==> src/rtl/psram_arbiter_pkg.sv <==
// Shared types and constants for the PSRAM two-port arbiter (package psram_pkg).
package psram_pkg;

  typedef enum logic [2:0] {
    ST_IDLE,
    ST_ISSUE,
    ST_WAIT_BUSY,
    ST_WAIT_DONE,
    ST_RESPOND
  } ArbState;

  localparam logic PORT_CPU = 1'b0;
  localparam logic PORT_VIC = 1'b1;

  localparam int DEFAULT_TIMEOUT_CYCLES = 64;
  localparam logic [7:0] RDATA_ERR = 8'hFF;

  // tie_port decides only when both ports request; a lone request always wins.
  function automatic logic arb_pick(input logic req0, input logic req1, input logic tie_port);
    if (req0 && req1) return tie_port;
    return req1 ? PORT_VIC : PORT_CPU;
  endfunction

endpackage

==> src/rtl/psram_arbiter_timeout.sv <==
// Saturating transaction timer for the PSRAM arbiter; expired_o flags the cycle
// in which the count reaches MAX_COUNT.
module arb_timeout_counter #(
  parameter int MAX_COUNT = 64
) (
  input  logic clk,
  input  logic reset,
  input  logic clear_i,
  input  logic enable_i,
  output logic expired_o
);

  localparam int TW = $clog2(MAX_COUNT + 1);
  localparam logic [TW-1:0] MAX_V = TW'(MAX_COUNT);

  logic [TW-1:0] count_q;
  logic [TW-1:0] count_d;

  always_comb begin
    count_d = count_q;
    if (clear_i) begin
      count_d = '0;
    end else if (enable_i && (count_q != MAX_V)) begin
      count_d = count_q + TW'(1);
    end
  end

  // Looking at count_d lets the controller react on the edge the limit is reached.
  assign expired_o = enable_i && (count_d == MAX_V);

  always_ff @(posedge clk or posedge reset) begin
    if (reset) begin
      count_q <= '0;
    end else begin
      count_q <= count_d;
    end
  end

endmodule

==> src/rtl/psram_arbiter.sv <==
// Two-port (CPU / VIC-II) arbiter and sequencer in front of the PSRAM controller.
// Optional PSRAM_ARB_ROUND_ROBIN_EN: alternate ties; otherwise VIC-II wins ties.
module psram_arbiter
  import psram_pkg::*;
#(
  parameter int TIMEOUT_CYCLES = DEFAULT_TIMEOUT_CYCLES
) (
  input  logic        clk,
  input  logic        reset,
  input  logic        req0,
  input  logic        we0,
  input  logic [15:0] addr0,
  input  logic [7:0]  wdata0,
  input  logic        req1,
  input  logic        we1,
  input  logic [15:0] addr1,
  input  logic [7:0]  wdata1,
  output logic        ack0,
  output logic        ack1,
  output logic [7:0]  rdata0,
  output logic [7:0]  rdata1,
  output logic        err,
  output logic        mem_ce,
  output logic        mem_write,
  output logic [15:0] mem_addr,
  output logic [7:0]  mem_wdata,
  input  logic        mem_busy,
  input  logic [7:0]  mem_rdata
);

  ArbState     state_q;
  logic        grant_q;
  logic        ack0_q, ack1_q, err_q, mem_ce_q, mem_write_q;
  logic [15:0] mem_addr_q;
  logic [7:0]  mem_wdata_q, rdata0_q, rdata1_q;

  logic tie_port, winner;
  logic tmr_clear, tmr_en, tmr_expired;
  logic done_ok, done_err;
  logic [7:0] resp_data;

`ifdef PSRAM_ARB_ROUND_ROBIN_EN
  logic last_q;
  assign tie_port = ~last_q;
`else
  assign tie_port = PORT_VIC;
`endif

  assign winner = arb_pick(req0, req1, tie_port);

  assign tmr_clear = (state_q == ST_ISSUE) || ((state_q == ST_WAIT_BUSY) && mem_busy);
  assign tmr_en    = ((state_q == ST_WAIT_BUSY) && !mem_busy) ||
                     ((state_q == ST_WAIT_DONE) && mem_busy);

  arb_timeout_counter #(
    .MAX_COUNT (TIMEOUT_CYCLES)
  ) u_timeout (
    .clk       (clk),
    .reset     (reset),
    .clear_i   (tmr_clear),
    .enable_i  (tmr_en),
    .expired_o (tmr_expired)
  );

  assign done_ok   = (state_q == ST_WAIT_DONE) && !mem_busy;
  assign done_err  = tmr_en && tmr_expired;
  assign resp_data = done_err ? RDATA_ERR : mem_rdata;

  always_ff @(posedge clk or posedge reset) begin
    if (reset) begin
      state_q     <= ST_IDLE;
      grant_q     <= PORT_CPU;
      ack0_q      <= 1'b0;
      ack1_q      <= 1'b0;
      err_q       <= 1'b0;
      mem_ce_q    <= 1'b0;
      mem_write_q <= 1'b0;
      mem_addr_q  <= 16'h0000;
      mem_wdata_q <= 8'h00;
      rdata0_q    <= 8'h00;
      rdata1_q    <= 8'h00;
`ifdef PSRAM_ARB_ROUND_ROBIN_EN
      last_q      <= PORT_VIC;
`endif
    end else begin
      mem_ce_q <= 1'b0;
      ack0_q   <= 1'b0;
      ack1_q   <= 1'b0;
      err_q    <= 1'b0;
      case (state_q)
        ST_IDLE: begin
          if (!mem_busy && (req0 || req1)) begin
            grant_q     <= winner;
            mem_write_q <= winner ? we1 : we0;
            mem_addr_q  <= winner ? addr1 : addr0;
            mem_wdata_q <= winner ? wdata1 : wdata0;
            mem_ce_q    <= 1'b1;
            state_q     <= ST_ISSUE;
`ifdef PSRAM_ARB_ROUND_ROBIN_EN
            last_q      <= winner;
`endif
          end
        end
        ST_ISSUE:     state_q <= ST_WAIT_BUSY;
        ST_WAIT_BUSY: if (mem_busy) state_q <= ST_WAIT_DONE;
        ST_WAIT_DONE: ;
        ST_RESPOND:   state_q <= ST_IDLE;
        default:      state_q <= ST_IDLE;
      endcase
      // Completion, normal or timed out, from either wait state.
      if (done_ok || done_err) begin
        state_q <= ST_RESPOND;
        err_q   <= done_err;
        if (grant_q == PORT_VIC) ack1_q <= 1'b1;
        else                     ack0_q <= 1'b1;
        if (!mem_write_q) begin
          if (grant_q == PORT_VIC) rdata1_q <= resp_data;
          else                     rdata0_q <= resp_data;
        end
      end
    end
  end

  assign ack0      = ack0_q;
  assign ack1      = ack1_q;
  assign err       = err_q;
  assign rdata0    = rdata0_q;
  assign rdata1    = rdata1_q;
  assign mem_ce    = mem_ce_q;
  assign mem_write = mem_write_q;
  assign mem_addr  = mem_addr_q;
  assign mem_wdata = mem_wdata_q;

endmodule

==> config.mk <==
export PLATFORM = sky130hd
export DESIGN_NAME = psram_arbiter
export DESIGN_NICKNAME = d
export VERILOG_FILES = /design/src/rtl/psram_arbiter_pkg.sv /design/src/rtl/psram_arbiter_timeout.sv /design/src/rtl/psram_arbiter.sv
export SDC_FILE = /design/constraint.sdc
export NUM_CORES = 1
export LEC_CHECK = 0
export CORE_UTILIZATION = 40
export CTS_CLUSTER_DIAMETER = 120
export DETAILED_ROUTE_END_ITERATION = 16
export HOLD_SLACK_MARGIN = 0.03
export PLACE_DENSITY_LB_ADDON = 0.12
export REMOVE_ABC_BUFFERS = 1
export SLEW_MARGIN = 25
export SYNTH_ARGS = -nofsm -noshare
export SYNTH_HDL_FRONTEND = slang
export SYNTH_HIERARCHICAL = 1
export SYNTH_SLANG_ARGS = --single-unit
==> constraint.sdc <==
create_clock -name clk -period 3.35 [get_ports clk]
set_input_delay 0.67 -clock clk [delete_from_list [all_inputs] [get_ports clk]]
set_output_delay 0.67 -clock clk [all_outputs]
set_load 0.1 [all_outputs]
==> reports/metrics.csv, run 1 <==
metric,value,unit
final hold violations,0,
Global Route Usage Sum,17.1,%
critical path arrival,3.28,ns
Required @ worst endpoint,3.57,ns
asr flop ratio synth,100,%
Max Slew Vio Count,0,
met2 Use GR,29.8,%
CTS root buf,clkbuf_8,
num rows,30,
RR Endpoint,rdata1[4],
drt first pass iters,4,
grt total ovfl,0,
number of port buffers,107,
Worst Path Max Fanout,8,
Syn Inst Count,224,
DR WL/cell,13.4,um
Detail Route Antenna Nets,0,
area of the core,0.00679,mm2
Die Footprint,0.00734,mm2
"Clk Latency, worst-skew pair",0.30,ns
CTS tree,built,
Layout fillers,586,
vias in the first global route,2078,
syn avg cell area,12.5,um2
DP Wirelength,4.50,mm
RSZ-0062 raised after global routing,no,
number of diodes,0,
nets,409,
pin slew with the least headroom to its limit,0.967,ns
fmax,327,MHz
Post-synth EDFFs,0,
met3 usage,5.20,%
ys flop type,dfrtp_1,
HP Class,flop to flop,
M1 GR Usage,21.0,%
Reg2Reg Depth,12,
share of Yosys cell area claimed by the top area cell type,50.0,%
I/O pin total,108,
H-tree levels,2,
post-synthesis sequential area ratio,50.0,%
drt initial violations,72,
status,finished clean,
r2r setup slk,0.62,ns
Layout Cells excl Fill,441,
Sink Count,56,
Inserted Clock Buffers,5,
CP endpoint kind,flop,
area of the mapped netlist,0.00280,mm2
Synth area leaders,"dfrtp_1 50%, mux2_2 16%, mux2i_1 6.4%",
Final min period,3.06,ns
final instance area,0.00406,mm2
Die H,85.7,um
DRC Markers,0,
Setup crit start kind,primary input,
"flops & latches, synth",56,
Min Hold Slack,0.491,ns
hold_buf cts,0,
Placed Cells,433,
Vias/cell,4.71,
Yosys cell types,42,
yosys warns,6,
Post-Route WL,5.90,mm
Bufs on Longest Clock Path,2,
Final period util,91.2,%
routed vias,2075,
Die X,85.7,um
final setup vio count,0,
Slew headroom,35.3,%
Post-DP Area,0.00397,mm2
Critical R2R Launch,state_q[0],
first-pass GRT wire length,9.83,mm
grt peak-use layer,met2,
"commonest cells after routing, fill and taps aside","67 x clkdlybuf4s50_1, 56 x dfrtp_1, 54 x buf_4, 40 x mux2_2, 21 x inv_1",
initial antenna violation count,0,
largest net degree at the start of global routing,43,
synthesis-to-layout area growth,45.0,%
number of max-cap violations,0,
GP Congestion,0.872,
crit path from,mem_busy,
Clock transition at path regs,0.10,ns
CP Class,primary input to flop,
"most common cell after layout, fill and taps aside",clkdlybuf4s50_1,
CP endpoint,rdata1[4],
final setup TNS,0,ns
Initial Utilization,41.2,%
post-synth top area cell,dfrtp_1,
clock skew,0.0130,ns
layout cells sized above 1,34.5,%
routing by layer:
metal,up-vias,part of all wire (%)
met5,-,0
li1,1010,-
met3,6,5.6
met4,0,0.97
met1,995,44
met2,64,50
registers in the layout, summed over array words and instances, names as in the netlist:
signal	cells
grant_q	1
mem_ce	1
ack0	1
mem_wdata	8
ack1	1
state_q	3
u_timeout/count_q	7
mem_addr	16
rdata1	8
err	1
rdata0	8
mem_write	1
area by class of cell:
class | instances | area (um2) | area share (%)
clock buffers | 6 | 72.6 | 1.79
multi-input cells | 136 | 1250 | 30.9
clock inverters | 2 | 13.8 | 0.339
repair buffers | 123 | 1120 | 27.5
inverters | 22 | 82.6 | 2.03
flip-flops and latches | 56 | 1400 | 34.5
well taps | 96 | 120 | 2.96
what timing repair did:
item | 4_1_cts | 5_1_grt
gates resized for setup | 0 | 2
setup endpoints to repair | 0 | 16
buffers inserted | 0 | 0
worst min-delay path by stage:
stage / startpoint / endpoint / slack [ns] / cells past startpoint
after floorplan: reset / u_timeout/count_q[0] / 0.47 / 1
after global placement: mem_addr[5] / mem_addr[5] / 0.47 / 1
after detailed placement: mem_addr[5] / mem_addr[5] / 0.47 / 1
after CTS: mem_addr[5] / mem_addr[5] / 0.50 / 1
after global routing: mem_addr[12] / mem_addr[12] / 0.52 / 1
final: mem_addr[1] / mem_addr[1] / 0.49 / 1
stage by stage:
stage	util (%)	setup WS, ns
final	59.8	0.294
after global routing	59.8	0.0197
after CTS	59.7	0.167
after detailed placement	58.4	-0.134
after global placement	58.4	-0.0454
after floorplan	-	-0.171
Yosys cell counts, types with 3 or more instances:
cell type   n
dfrtp_1    56
nor2_1     13
clkbuf_1    3
mux2i_1    18
nand2_1     4
inv_1      22
buf_6       3
and2_1      3
mux2_1     11
a21oi_1    12
mux2_2     40
logic make-up after synthesis:
group	Yosys count	synth area share, %
multiplexers	69	26.9
flip-flops	56	50.0
AND/OR/NAND/NOR	37	8.08
buffers and inverters	32	5.45
AO/OA/AOI/OAI	24	7.37
XOR/XNOR	4	1.25
adder cells (fa/ha/maj)	2	0.893
critical path, stage by stage:
cell and delay, ns:
clkdlybuf4s50_1 0.49, buf_4 0.14, nand3b_1 0.07, a21oi_1 0.17, nor2_1 0.06, a311oi_1 0.26, mux2i_1 0.13, nor4b_2 0.27
buf_4 0.18, nand2_4 0.07, a2111oi_4 0.39, buf_12 0.18, mux2i_1 0.18
Power of run 1 is not shown: default switching activity piles up to over one toggle a cycle in this logic, so the estimate is an artifact.
==> inputs of run 2 (changes only) <==
--- a/config.mk
+++ b/config.mk
@@ -6,13 +6,13 @@
 export NUM_CORES = 1
 export LEC_CHECK = 0
 export CORE_UTILIZATION = 40
+export CTS_BUF_LIST = sky130_fd_sc_hd__clkbuf_8
 export CTS_CLUSTER_DIAMETER = 120
 export DETAILED_ROUTE_END_ITERATION = 16
 export HOLD_SLACK_MARGIN = 0.03
-export PLACE_DENSITY_LB_ADDON = 0.12
+export PLACE_DENSITY = 0.79
 export REMOVE_ABC_BUFFERS = 1
 export SLEW_MARGIN = 25
 export SYNTH_ARGS = -nofsm -noshare
 export SYNTH_HDL_FRONTEND = slang
-export SYNTH_HIERARCHICAL = 1
 export SYNTH_SLANG_ARGS = --single-unit
==> reports/metrics.csv, run 2 <==
metric,value,unit,change
status,finished clean,,unchanged
"commonest cells after routing, fill and taps aside","71 x clkdlybuf4s50_1, 56 x dfrtp_1, 43 x mux2i_1, 40 x buf_4, 37 x nor2_1",,"was 67 x clkdlybuf4s50_1, 56 x dfrtp_1, 54 x buf_4, 40 x mux2_2, 21 x inv_1"
most frequent cell after synthesis,dfrtp_1,,unchanged
Final min period,2.48,ns,was 3.06 ns
cell family with most CP delay,buffers and inverters,,unchanged
pin slew with the least headroom to its limit,0.966,ns,was 0.967 ns
number of port buffers,107,,unchanged
"Clk Latency, worst-skew pair",0.31,ns,was 0.30 ns
Commonest cells post-synth,"56 x dfrtp_1, 43 x mux2i_1, 37 x nor2_1",,"was 56 x dfrtp_1, 40 x mux2_2, 22 x inv_1"
Layout fillers,571,,was 586
Slew headroom,35.4,%,was 35.3%
"most common cell after layout, fill and taps aside",clkdlybuf4s50_1,,unchanged
fmax,403,MHz,was 327 MHz
Final period util,74.1,%,was 91.2%
area of the mapped netlist,0.00265,mm2,was 0.00280 mm2
Required @ worst endpoint,2.68,ns,was 3.57 ns
Post-synth EDFFs,0,,unchanged
CP endpoint kind,primary output,,was flop
initial antenna violation count,0,,unchanged
CP cell instances,clkdlybuf4s50_1,,was clkdlybuf4s50_1 > buf_4 > nand3b_1 > a21oi_1 > nor2_1 > a311oi_1 > mux2i_1 > nor4b_2 > buf_4 > nand2_4 > a2111oi_4 > buf_12 > mux2i_1
Die X,83.4,um,was 85.7 um
share of Yosys cell area claimed by the top area cell type,52.8,%,was 50.0%
final setup TNS,0,ns,unchanged
multi-input logic area,0.00116,mm2,was 0.00125 mm2
Critical R2R Launch,u_timeout.count_q[0],,was state_q[0]
Yosys cell types,39,,was 42
first-pass GRT wire length,10.0,mm,was 9.83 mm
Syn Inst Count,247,,was 224
drt initial violations,29,,was 72
final setup vio count,0,,unchanged
Reg2Reg Depth,9,,was 12
largest net degree at the start of global routing,37,,was 43
routed vias,2143,,was 2075
# resized after CTS,0,,unchanged
H-tree levels,2,,unchanged
synthesis-to-layout area growth,43.6,%,was 45.0%
RR Endpoint,state_q[1],,was rdata1[4]
Crit-path slowest cell,clkdlybuf4s50_1,,unchanged
area of the core,0.00639,mm2,was 0.00679 mm2
grt total ovfl,0,,unchanged
Clock transition at path regs,0.10,ns,about the same
Bufs on Longest Clock Path,2,,unchanged
clock skew,0.00663,ns,was 0.0130 ns
crit path from,rdata0[0],,was mem_busy
CP endpoint,rdata0[0],,was rdata1[4]
HP Class,flop to flop,,unchanged
Setup crit start kind,flop,,was primary input
Max Slew Vio Count,0,,unchanged
final hold violations,0,,unchanged
Worst Path Max Fanout,2,,was 8
RSZ-0062 raised after global routing,no,,unchanged
Inserted Clock Buffers,5,,unchanged
"flops & latches, synth",56,,unchanged
CP max stage delay,1.13,ns,was 0.49 ns
hold_buf cts,0,,unchanged
asr flop ratio synth,100,%,unchanged
Initial Utilization,41.5,%,was 41.2%
Synth area leaders,"dfrtp_1 53%, mux2i_1 16%, a21oi_1 5.5%",,"was dfrtp_1 50%, mux2_2 16%, mux2i_1 6.4%"
Die Footprint,0.00696,mm2,was 0.00734 mm2
number of diodes,0,,unchanged
Die H,83.4,um,was 85.7 um
ys flop type,dfrtp_1,,unchanged
GP Congestion,0.771,,was 0.872
CTS tree,built,,unchanged
Post-Route WL,5.99,mm,was 5.90 mm
I/O pin total,108,,unchanged
num rows,29,,was 30
DP Wirelength,4.58,mm,was 4.50 mm
post-synthesis sequential area ratio,52.8,%,was 50.0%
Crit path depth,1,,was 13
vias in the first global route,2190,,was 2078
layout cells sized above 1,16.7,%,was 34.5%
DR WL/cell,13.9,um,was 13.4 um
drt first pass iters,4,,unchanged
CP Class,flop to primary output,,was primary input to flop
yosys warns,0,,was 6
max reg flops,16,,unchanged
critical path arrival,1.81,ns,was 3.28 ns
postcts setup bufs,0,,unchanged
r2r setup slk,1.30,ns,was 0.62 ns
Bufs and invs on worst path,1,,was 4
Global Route Usage Sum,18.2,%,was 17.1%
number of max-cap violations,0,,unchanged
post-synth top area cell,dfrtp_1,,unchanged
Detail Route Antenna Nets,0,,unchanged
Vias/cell,4.97,,was 4.71
syn avg cell area,10.7,um2,was 12.5 um2
CTS root buf,clkbuf_8,,unchanged
nets,418,,was 409
Sequential Area,0.00140,mm2,unchanged
Sink Count,56,,unchanged
DRC Markers,0,,unchanged
run 2: cell count changes in the layout (fill, tap and decap cells not counted), sizes merged, moves of 16 or more:
cell,delta
mux2i,+26
inv,-16
mux2,-50
nor2,+24
a21oi,+16
buf,-16
run 2: layer usage:
layer / wire, um / track usage [%] / vias up / part of all wire (%)
met3: 601 / 8.25 / 9 / 10
met4: 89 / 5.55 / 0 / 1.5
li1: - / - / 1054 / -
met1: 2420 / 21.8 / 998 / 40
met2: 2870 / 29.3 / 82 / 48
met5: 0 / 0 / - / 0
run 2: through the flow:
stage / instances / setup slack (ns) / utilization, % / hold WS [ns] / instance area, um2
finish: 431 / 0.869 / 59.7 / 0.492 / 3810
CTS: 431 / 0.850 / 59.7 / 0.490 / 3810
global placement: 423 / 0.741 / 57.9 / 0.469 / 3690
detailed placement: 423 / 0.692 / 57.9 / 0.476 / 3690
floorplan: 235 / 1.01 / - / 0.447 / 2590
global route: 431 / 0.798 / 59.7 / 0.542 / 3810
run 2: cell type report:
class,instances,share of cell area [%]
Sequential cell,56,36.8
Inverter,6,0.591
Clock buffer,5,1.81
Tap cell,77,2.53
Multi-Input combinational cell,173,30.5
Timing Repair Buffer,111,26.5
Clock inverter,3,1.22
run 2: worst min path at each step:
stage / from / end / slack (ns) / depth (start not counted)
finish: grant_q / ack0 / 0.49 / 1
global route: rdata1[0] / rdata1[0] / 0.54 / 2
floorplan: grant_q / ack0 / 0.45 / 1
global placement: grant_q / ack0 / 0.47 / 1
CTS: grant_q / ack0 / 0.49 / 1
detailed placement: grant_q / ack0 / 0.48 / 1
run 2: cells by family after synthesis:
| group | after synthesis | synth area share (%) |
|---|---|---|
| AO/OA/AOI/OAI | 37 | 7.78 |
| multiplexers | 45 | 17.5 |
| AND/OR/NAND/NOR | 81 | 15.0 |
| buffers and inverters | 18 | 3.30 |
| flip-flops | 56 | 52.8 |
| adder cells (fa/ha/maj) | 2 | 0.943 |
| XOR/XNOR | 8 | 2.64 |
Power of run 2 is left out for the same reason.
